`config.mk`:
```
export PLATFORM = sky130hd
export DESIGN_NAME = fp_to_int
export DESIGN_NICKNAME = d
export VERILOG_FILES = /design/src/rtl/fp_to_int.sv
export SDC_FILE = /design/constraint.sdc
export NUM_CORES = 1
export LEC_CHECK = 0
export ABC_AREA = 1
export CAP_MARGIN = 20
export CORE_UTILIZATION = 40
export DETAILED_ROUTE_END_ITERATION = 16
export GPL_ROUTABILITY_DRIVEN = 0
export PLACE_DENSITY = 0.62
export RECOVER_POWER = 100
export SLEW_MARGIN = 40
export SYNTH_ARGS = -nofsm -noshare
export SYNTH_HDL_FRONTEND = slang
export SYNTH_SLANG_ARGS = --single-unit
```
`constraint.sdc`:
```
create_clock -name clk -period 5.7 [get_ports clk]
set_input_delay 1.14 -clock clk [delete_from_list [all_inputs] [get_ports clk]]
set_output_delay 1.14 -clock clk [all_outputs]
set_load 0.02 [all_outputs]
```
`src/rtl/fp_to_int.sv`:
```
// Floating-point to signed integer converter with a one-bit-per-cycle aligning shifter.
// Define FP_TO_INT_ROUND_EN for round-to-nearest-even; the default build truncates toward zero.
module fp_to_int #(
   parameter int int_size      = 32,
   parameter int precision     = 32,
   parameter int exponent_size = 8,
   parameter int mantissa_size = 23,
   parameter int exp_bias      = 2**(exponent_size-1)-1
) (
   input  logic                 clk,
   input  logic                 reset,
   input  logic                 in_valid,
   output logic                 in_ready,
   input  logic [precision-1:0] fp,
   output logic                 out_valid,
   input  logic                 out_ready,
   output logic [int_size-1:0]  int_result,
   output logic                 overflow,
   output logic                 invalid
);

   localparam int WorkWidth = int_size + mantissa_size + 1;
   localparam int ExpWidth  = exponent_size + 2;

   typedef enum logic [1:0] {IDLE, SHIFT, SIGN, DONE} state_t;

   state_t state, state_next;

   logic                       sign_in;
   logic [exponent_size-1:0]   exp_field;
   logic [mantissa_size-1:0]   man_field;
   logic signed [ExpWidth-1:0] e_unb;
   logic signed [ExpWidth-1:0] shift_amt;
   logic [ExpWidth-1:0]        shift_mag;
   logic                       is_special;
   logic                       is_zero;
   logic                       is_ovf;

   logic                       sign_q;
   logic                       shift_left;
   logic [WorkWidth-1:0]       work;
   logic [ExpWidth-1:0]        cnt;

   assign sign_in   = fp[precision-1];
   assign exp_field = fp[precision-2 -: exponent_size];
   assign man_field = fp[mantissa_size-1:0];
   assign e_unb     = $signed({2'b00, exp_field}) - $signed(ExpWidth'(exp_bias));
   assign shift_amt = e_unb - $signed(ExpWidth'(mantissa_size));
   assign shift_mag = shift_amt[ExpWidth-1] ? ExpWidth'(-shift_amt) : ExpWidth'(shift_amt);

   // Early-out classes resolved at accept; is_ovf leaves the exact most-negative value to the normal path.
   assign is_special = &exp_field;
   assign is_zero    = (exp_field == '0) || (e_unb < 0);
   assign is_ovf     = (e_unb > $signed(ExpWidth'(int_size-1))) ||
                       ((e_unb == $signed(ExpWidth'(int_size-1))) && (!sign_in || (man_field != '0)));

`ifdef FP_TO_INT_ROUND_EN
   logic                guard;
   logic                sticky;
   logic                round_up;
   logic [int_size:0]   mag_round;
   logic                round_ovf;

   assign round_up  = guard && (sticky || work[0]);
   assign mag_round = {1'b0, work[int_size-1:0]} + (int_size+1)'(round_up);
   assign round_ovf = !sign_q && (|mag_round[int_size:int_size-1]);
`endif

   always_ff @(posedge clk) begin
      if (reset) begin
         state <= IDLE;
      end else begin
         state <= state_next;
      end
   end

   always_comb begin
      state_next = state;
      in_ready   = 1'b0;
      out_valid  = 1'b0;
      case (state)
         IDLE: begin
            in_ready = 1'b1;
            if (in_valid) begin
               if (is_special || is_zero || is_ovf) begin
                  state_next = DONE;
               end else if (shift_mag == '0) begin
                  state_next = SIGN;
               end else begin
                  state_next = SHIFT;
               end
            end
         end
         SHIFT: begin
            if (cnt == ExpWidth'(1)) begin
               state_next = SIGN;
            end
         end
         SIGN: begin
            state_next = DONE;
         end
         DONE: begin
            out_valid = 1'b1;
            if (out_ready) begin
               state_next = IDLE;
            end
         end
         default: begin
            state_next = IDLE;
         end
      endcase
   end

   // Datapath: load and classify on accept, align in SHIFT, apply sign in SIGN, hold through DONE.
   always_ff @(posedge clk) begin
      if (reset) begin
         int_result <= '0;
         overflow   <= 1'b0;
         invalid    <= 1'b0;
         sign_q     <= 1'b0;
         shift_left <= 1'b0;
         work       <= '0;
         cnt        <= '0;
`ifdef FP_TO_INT_ROUND_EN
         guard      <= 1'b0;
         sticky     <= 1'b0;
`endif
      end else begin
         case (state)
            IDLE: begin
               if (in_valid) begin
                  sign_q     <= sign_in;
                  overflow   <= 1'b0;
                  invalid    <= 1'b0;
                  work       <= WorkWidth'({1'b1, man_field});
                  cnt        <= shift_mag;
                  shift_left <= !shift_amt[ExpWidth-1];
`ifdef FP_TO_INT_ROUND_EN
                  guard      <= 1'b0;
                  sticky     <= 1'b0;
`endif
                  if (is_special) begin
                     invalid    <= 1'b1;
                     int_result <= {1'b1, {(int_size-1){1'b0}}};
                  end else if (is_zero) begin
                     int_result <= '0;
                  end else if (is_ovf) begin
                     overflow   <= 1'b1;
                     int_result <= sign_in ? {1'b1, {(int_size-1){1'b0}}}
                                           : {1'b0, {(int_size-1){1'b1}}};
                  end
               end
            end
            SHIFT: begin
               work <= shift_left ? (work << 1) : (work >> 1);
               cnt  <= cnt - ExpWidth'(1);
`ifdef FP_TO_INT_ROUND_EN
               if (!shift_left) begin
                  guard  <= work[0];
                  sticky <= sticky | guard;
               end
`endif
            end
            SIGN: begin
`ifdef FP_TO_INT_ROUND_EN
               if (round_ovf) begin
                  overflow   <= 1'b1;
                  int_result <= {1'b0, {(int_size-1){1'b1}}};
               end else begin
                  int_result <= sign_q ? -mag_round[int_size-1:0] : mag_round[int_size-1:0];
               end
`else
               int_result <= sign_q ? -work[int_size-1:0] : work[int_size-1:0];
`endif
            end
            default: begin
            end
         endcase
      end
   end

endmodule

```
=== Word level (Yosys, flattened, before mapping) ===
Index checks and enable logic that the tools add are counted.

* Flip-flop bits (word level): 104
* Logic and storage cells: 68

* $add $sub $neg: 5
* Reductions and logical operators: 19
* Eq/ne operators: 9
* Magnitude comparators: 2
* Mux-type cells: 25

{| class="wikitable"
|+ Operators by type and width
! operator !! count
|-
| 32-bit two-way mux || 6
|-
| 56-bit two-way mux || 2
|-
| 56-bit case mux with 2 select lines || 1
|-
| 32-bit case mux with 2 select lines || 1
|-
| 32-bit negation || 1
|-
| 23-bit nonzero test || 1
|-
| 10-bit two-way mux || 2
|-
| 10-bit case mux with 2 select lines || 1
|-
| 10-bit by 1-bit equality test with 1-bit output, second input constant || 1
|-
| 10-bit logical NOT || 1
|-
| 2-bit two-way mux || 5
|-
| 10-bit negation || 1
|-
| 10-bit by 1-bit subtractor with 10-bit output, second input constant || 1
|-
| 9-bit by 6-bit subtractor with 10-bit output, second input constant || 1
|-
| 9-bit by 6-bit equality test with 1-bit output, second input constant || 1
|-
| 9-bit by 6-bit greater-than comparator with 1-bit output, second input constant || 1
|-
| 9-bit by 1-bit < comparator with 1-bit output, second input constant || 1
|-
| 8-bit by 7-bit subtractor with 9-bit output, second input constant || 1
|-
| 8-bit logical NOT || 1
|-
| 2-bit case mux with 4 select lines || 1
|-
| 8-bit AND reduction || 1
|-
| 1-bit two-way mux || 6
|-
| 2-bit != test, second input constant || 3
|-
| 3-bit AND reduction || 2
|-
| 9 further kinds || 17
|}

=== Logic depth before layout (Yosys ltp) ===
* Depth after elaboration: 9
* Gate-level depth with buffers: 19
* Mapped depth without buffers: 19

=== Worst setup path before layout ===
OpenSTA, ideal clock, no wires.

* Path type: input to register
* Start: input port fp[23]
* End: register int_result[10]
* Path buffers: 2
* Data required time: 5.578 ns
* Library setup time: 0.122 ns
* Path slack: 2.815 ns
* Arrival: 2.763 ns
* Stages on the path: 15
* Cells stage by stage: inv_1 > ha_1 > inv_1 > nor2_1 > nand4_1 > a21oi_1 > o21ai_0 > nand2_2 > inv_2 > o22ai_4 > nand2_4 > inv_2 > buf_6 > buf_6 > a21oi_2

* Cells in the longest elaborated chain, start to end: 7
* Elaborated cells on any way between the ends: 15
* Classes of those cells: 1 x add/sub; 2 x order compare; 2 x eq/ne; 4 x mux; 6 x reduce/logical

{| class="wikitable"
|+ RTL lines
! what !! RTL line !! source
|-
| start: declaration || 14 || <nowiki>input logic [precision-1:0] fp,</nowiki>
|-
| 8-bit by 7-bit subtractor with 9-bit output || 47 || <nowiki>assign e_unb = $signed({2'b00, exp_field}) - $signed(ExpWidth'(exp_bias));</nowiki>
|-
| 9-bit by 1-bit < comparator with 1-bit output || 53 || <nowiki>assign is_zero = (exp_field == '0) || (e_unb < 0);</nowiki>
|-
| 1-bit logical OR || 53 ||
|-
| 32-bit two-way mux || 145 || <nowiki>end else if (is_zero) begin</nowiki>
|-
| 32-bit two-way mux || 142 || <nowiki>if (is_special) begin</nowiki>
|-
| 32-bit two-way mux || 131 || <nowiki>if (in_valid) begin</nowiki>
|-
| 32-bit case mux with 2 select lines || 129 || <nowiki>case (state)</nowiki>
|-
| end signal: assignment || 144 || <nowiki>int_result <= {1'b1, {(int_size-1){1'b0}}};</nowiki>
|-
| end signal: assignment || 149 || <nowiki>int_result <= sign_in ? {1'b1, {(int_size-1){1'b0}}}</nowiki>
|-
| end signal: assignment || 173 || <nowiki>int_result <= sign_q ? -work[int_size-1:0] : work[int_size-1:0];</nowiki>
|-
| end: declaration || 17 || <nowiki>output logic [int_size-1:0] int_result,</nowiki>
|}

Parallel ways exist; a longest one is shown, timed or not. The select of a mux whose other input is x is not followed.
A chain may end at the register's enable or synchronous reset.

=== Final worst setup path ===
* Start: input port fp[23]
* End: register int_result[28]

Same word-level chain as after synthesis.

==> flow_summary.toml <==
[synth]
synth_top_family_by_area = "compound AO/OA/AOI/OAI gates"
synth-edff-count = 0
synth-compound-area-share_pct = 28.1
synth_most_common_cell = "nand2_1"
netlist_area_um2 = 6310
synthCells = 968
synth_nets = 1014
synth_top_area_share_pct = 33.0
yosysWarnings = 0
async_flop_share_pct = 0
ys_seq_area_share_pct = 33.0
synth_top_area_cell = "dfxtp_1"
synth_xor_area_share_pct = 0.971
ys_types = 42
synth-seq-cells = 104
synth_common_cells = "nand2_1 (209), a21oi_1 (133), o21ai_0 (128)"
muxShareOfSynthArea_pct = 0
syn_area_per_cell_um2 = 6.52
synth-simple-area-share_pct = 26.0
synthTopCellsByArea = "dfxtp_1 (33%), nand2_1 (12%), a21oi_1 (11%)"
yosys.area_share.adder_pct = 1.98
synth_flop_cell = "dfxtp_1"

[cts]
post_cts_buffers = 0
clk_path_buf_depth = 2
root_buffer = "clkbuf_16"
htree_levels = 3
cts_tree = "done"
clock_sinks = 104
cts_hold_buf = 0
cts_resized = 0
cts_made_buffers = 9
clk_pin_slew_worst_paths_ns = 0.07
clock_latency_ns = 0.35

[final_layout]
postLayoutCoreUtil_pct = 48.0
fin_nets = 1047
seq_area_um2 = 2080
area_growth_syn_to_layout_pct = 16.5
post_route_cells_drive_above_1_share_pct = 6.16
num_antenna_cells = 0
fin_cells = 1217
fillers = 1646
multi_input_area_um2 = 3550

[route]
drt-total-wl_um = 17500
vias_per_cell = 5.27
first_pass_iters = 5
wl_per_cell_um = 14.3
drc_errors = 0
ant_nets = 0
dr_total_vias = 6417
drt_first_iter_violations = 481

[setup_path]
cp_common_cell = "inv_1"
cp_max_fo = 34
crit_path_end = "int_result[28]"
crit_path_top_delay_cell = "inv_1"
timing.rr.start = "state[0]"
critPathTopFamily = "buffers and inverters"
path_cells = "dlygate4sd3_1 -> inv_1 -> ha_1 -> inv_1 -> nor2_1 -> nand4_1 -> a21oi_1 -> o21ai_0 -> nand2_2 -> inv_1 -> o22ai_4 -> buf_4 -> nand2_1 -> inv_1 -> a21oi_1"
startpoint = "fp[23]"
cp-end-kind = "flip-flop"
worst_ep_required_time_ns = 5.90
worstSetupPathType = "input port to flip-flop"
cp.depth = 15
arrival_ns = 4.63
crit_buf_inv = 6
startpoint_type = "input port"
slowest_delay_ns = 0.82
r2r_end = "int_result[28]"
rrSetupSlack_ns = 2.33
reg2reg_depth = 8

[run]
cap_violations = 0

[grt]
grt_pass1_vias = 5701
track_usage_pct = 21.8
grt_max_degree = 84
antenna_found_initial = 0
grt-ovfl-total = 0
grt_pass1_wl_um = 28400

[die]
core-area_um2 = 15300
dieArea_um2 = 16300
ioPinCount = 72
die_h_um = 128
start_util_pct = 41.2
die_w_um = 128
fp-row-count = 45

[placed_design]
port_buffers = 71
dp_hpwl_um = 11600
placed_cells = 1201
dp_slack_ns = 1.36

[sta]
fin_ws_ns = 1.28
tightest_slew_ns = 1.09
hold_viol = 0
skew_ns = 0.00713
setup_tns_ns = 0
fin_crit_sh_pct = 77.6
maxSlewViolCount = 0
setup_viol = 0
grt_setup_unrepaired = "false"
fin_crit_ns = 4.42
clock.fmax_mhz = 226
slew_headroom_pct = 27.1

[min_path]
min_path_type = "flip-flop to flip-flop"
holdCritStartpoint = "work[48]"

[power]
internal_power_mw = 1.88
switchingPower_mw = 1.68
clkPwrFrac_pct = 18.6
peakVddDrop_v = 0.000200
leakage_nw = 2.93
seqPwrFrac_pct = 31.4
combPwrFrac_pct = 50.0
powerDensity_nw_per_um2 = 485
switching_share_pct = 47.2

[status]
status = "completed"
kinds of logic after synthesis:
kind of cell	Yosys count
and+or+nand+nor	373
AOI/OAI and AO/OA	314
buffers and inverters	160
DFF	104
adders and majority gates	10
xor gates and xnor gates	7
power by group through the flow:
stage	Sequential [mW]	Clock [mW]	Combinational [mW]
4_1_cts	1.12	0.680	1.85
6_report	1.12	0.664	1.79
2_1_floorplan	1.18	0	1.24
3_5_place_dp	1.13	0	1.84
5_1_grt	1.15	0.703	2.00
3_3_place_gp	1.14	0	1.83
area by class of cell:
cell class | count | area share [%]
Clock inverter | 5 | 0.850
Tap cell | 211 | 3.59
Sequential cell | 104 | 28.3
Inverter | 104 | 5.38
Multi-Input combinational cell | 704 | 48.2
Clock buffer | 11 | 3.44
Timing Repair Buffer | 78 | 10.2
metrics by stage:
step,total power [mW],hold slack [ns],cell area [um2]
floorplan,2.42,0.441,6310
global placement,2.97,0.450,7100
detailed placement,2.98,0.455,7110
CTS,3.65,0.465,7420
global route,3.85,0.475,7360
finish,3.57,0.461,7360
worst reg2reg max path: stages, from the launching register on:
cell     delay [ns]
dfxtp_1        0.34
inv_1          0.09
ha_2           0.55
inv_1          0.49
o22ai_4        0.28
buf_4          0.33
nand2_1        0.15
inv_1          0.82
a21oi_1        0.17
layout by cell type, fill, tap and decap left out, types with 2 or more instances in the layout:
master             n
clkdlybuf4s50_1   32
or2_2              2
clkbuf_16          9
a31oi_1            3
dlygate4sd3_1     38
nand2_1          211
clkinv_1           2
a221oi_1          24
inv_1             96
nor3_2             4
a21oi_1          142
dfxtp_2            2
nand4_1            7
dfxtp_1          102
inv_6              2
o41ai_1            2
ha_1               9
nand3_2            2
inv_4              2
nand3_1           60
nor2_2             3
clkbuf_1           2
xor2_1             7
clkinvlp_4         2
nor3_1             5
clkbuf_8           2
a21oi_2            3
o21ai_2            2
o21ai_0          128
inv_2              4
buf_4              5
nor4_1             3
nand2_4            3
nor2_1            62
nand2_2            8
o31ai_1            3
worst min path at each step:
stage,depth (start not counted),slack (ns),end
floorplan,2,0.44,work[33]
global placement,2,0.45,work[48]
detailed placement,2,0.46,work[48]
CTS,2,0.47,work[40]
global route,2,0.48,work[40]
finish,2,0.46,work[48]
sequential cells by signal, summed over array words and instances (netlist names):
name,count
sign_q,1
overflow,1
int_result,32
invalid,1
work,56
shift_left,1
state,2
cnt,10
metal layers:
layer,track usage [%],wire length [um],share of wire [%]
met1,29.1,8380,48
met2,35.8,8120,47
met3,3.52,630,3.6
met5,0,0,0
met4,7.20,325,1.9
No activity file was read; power rests on OpenSTA's default activity.
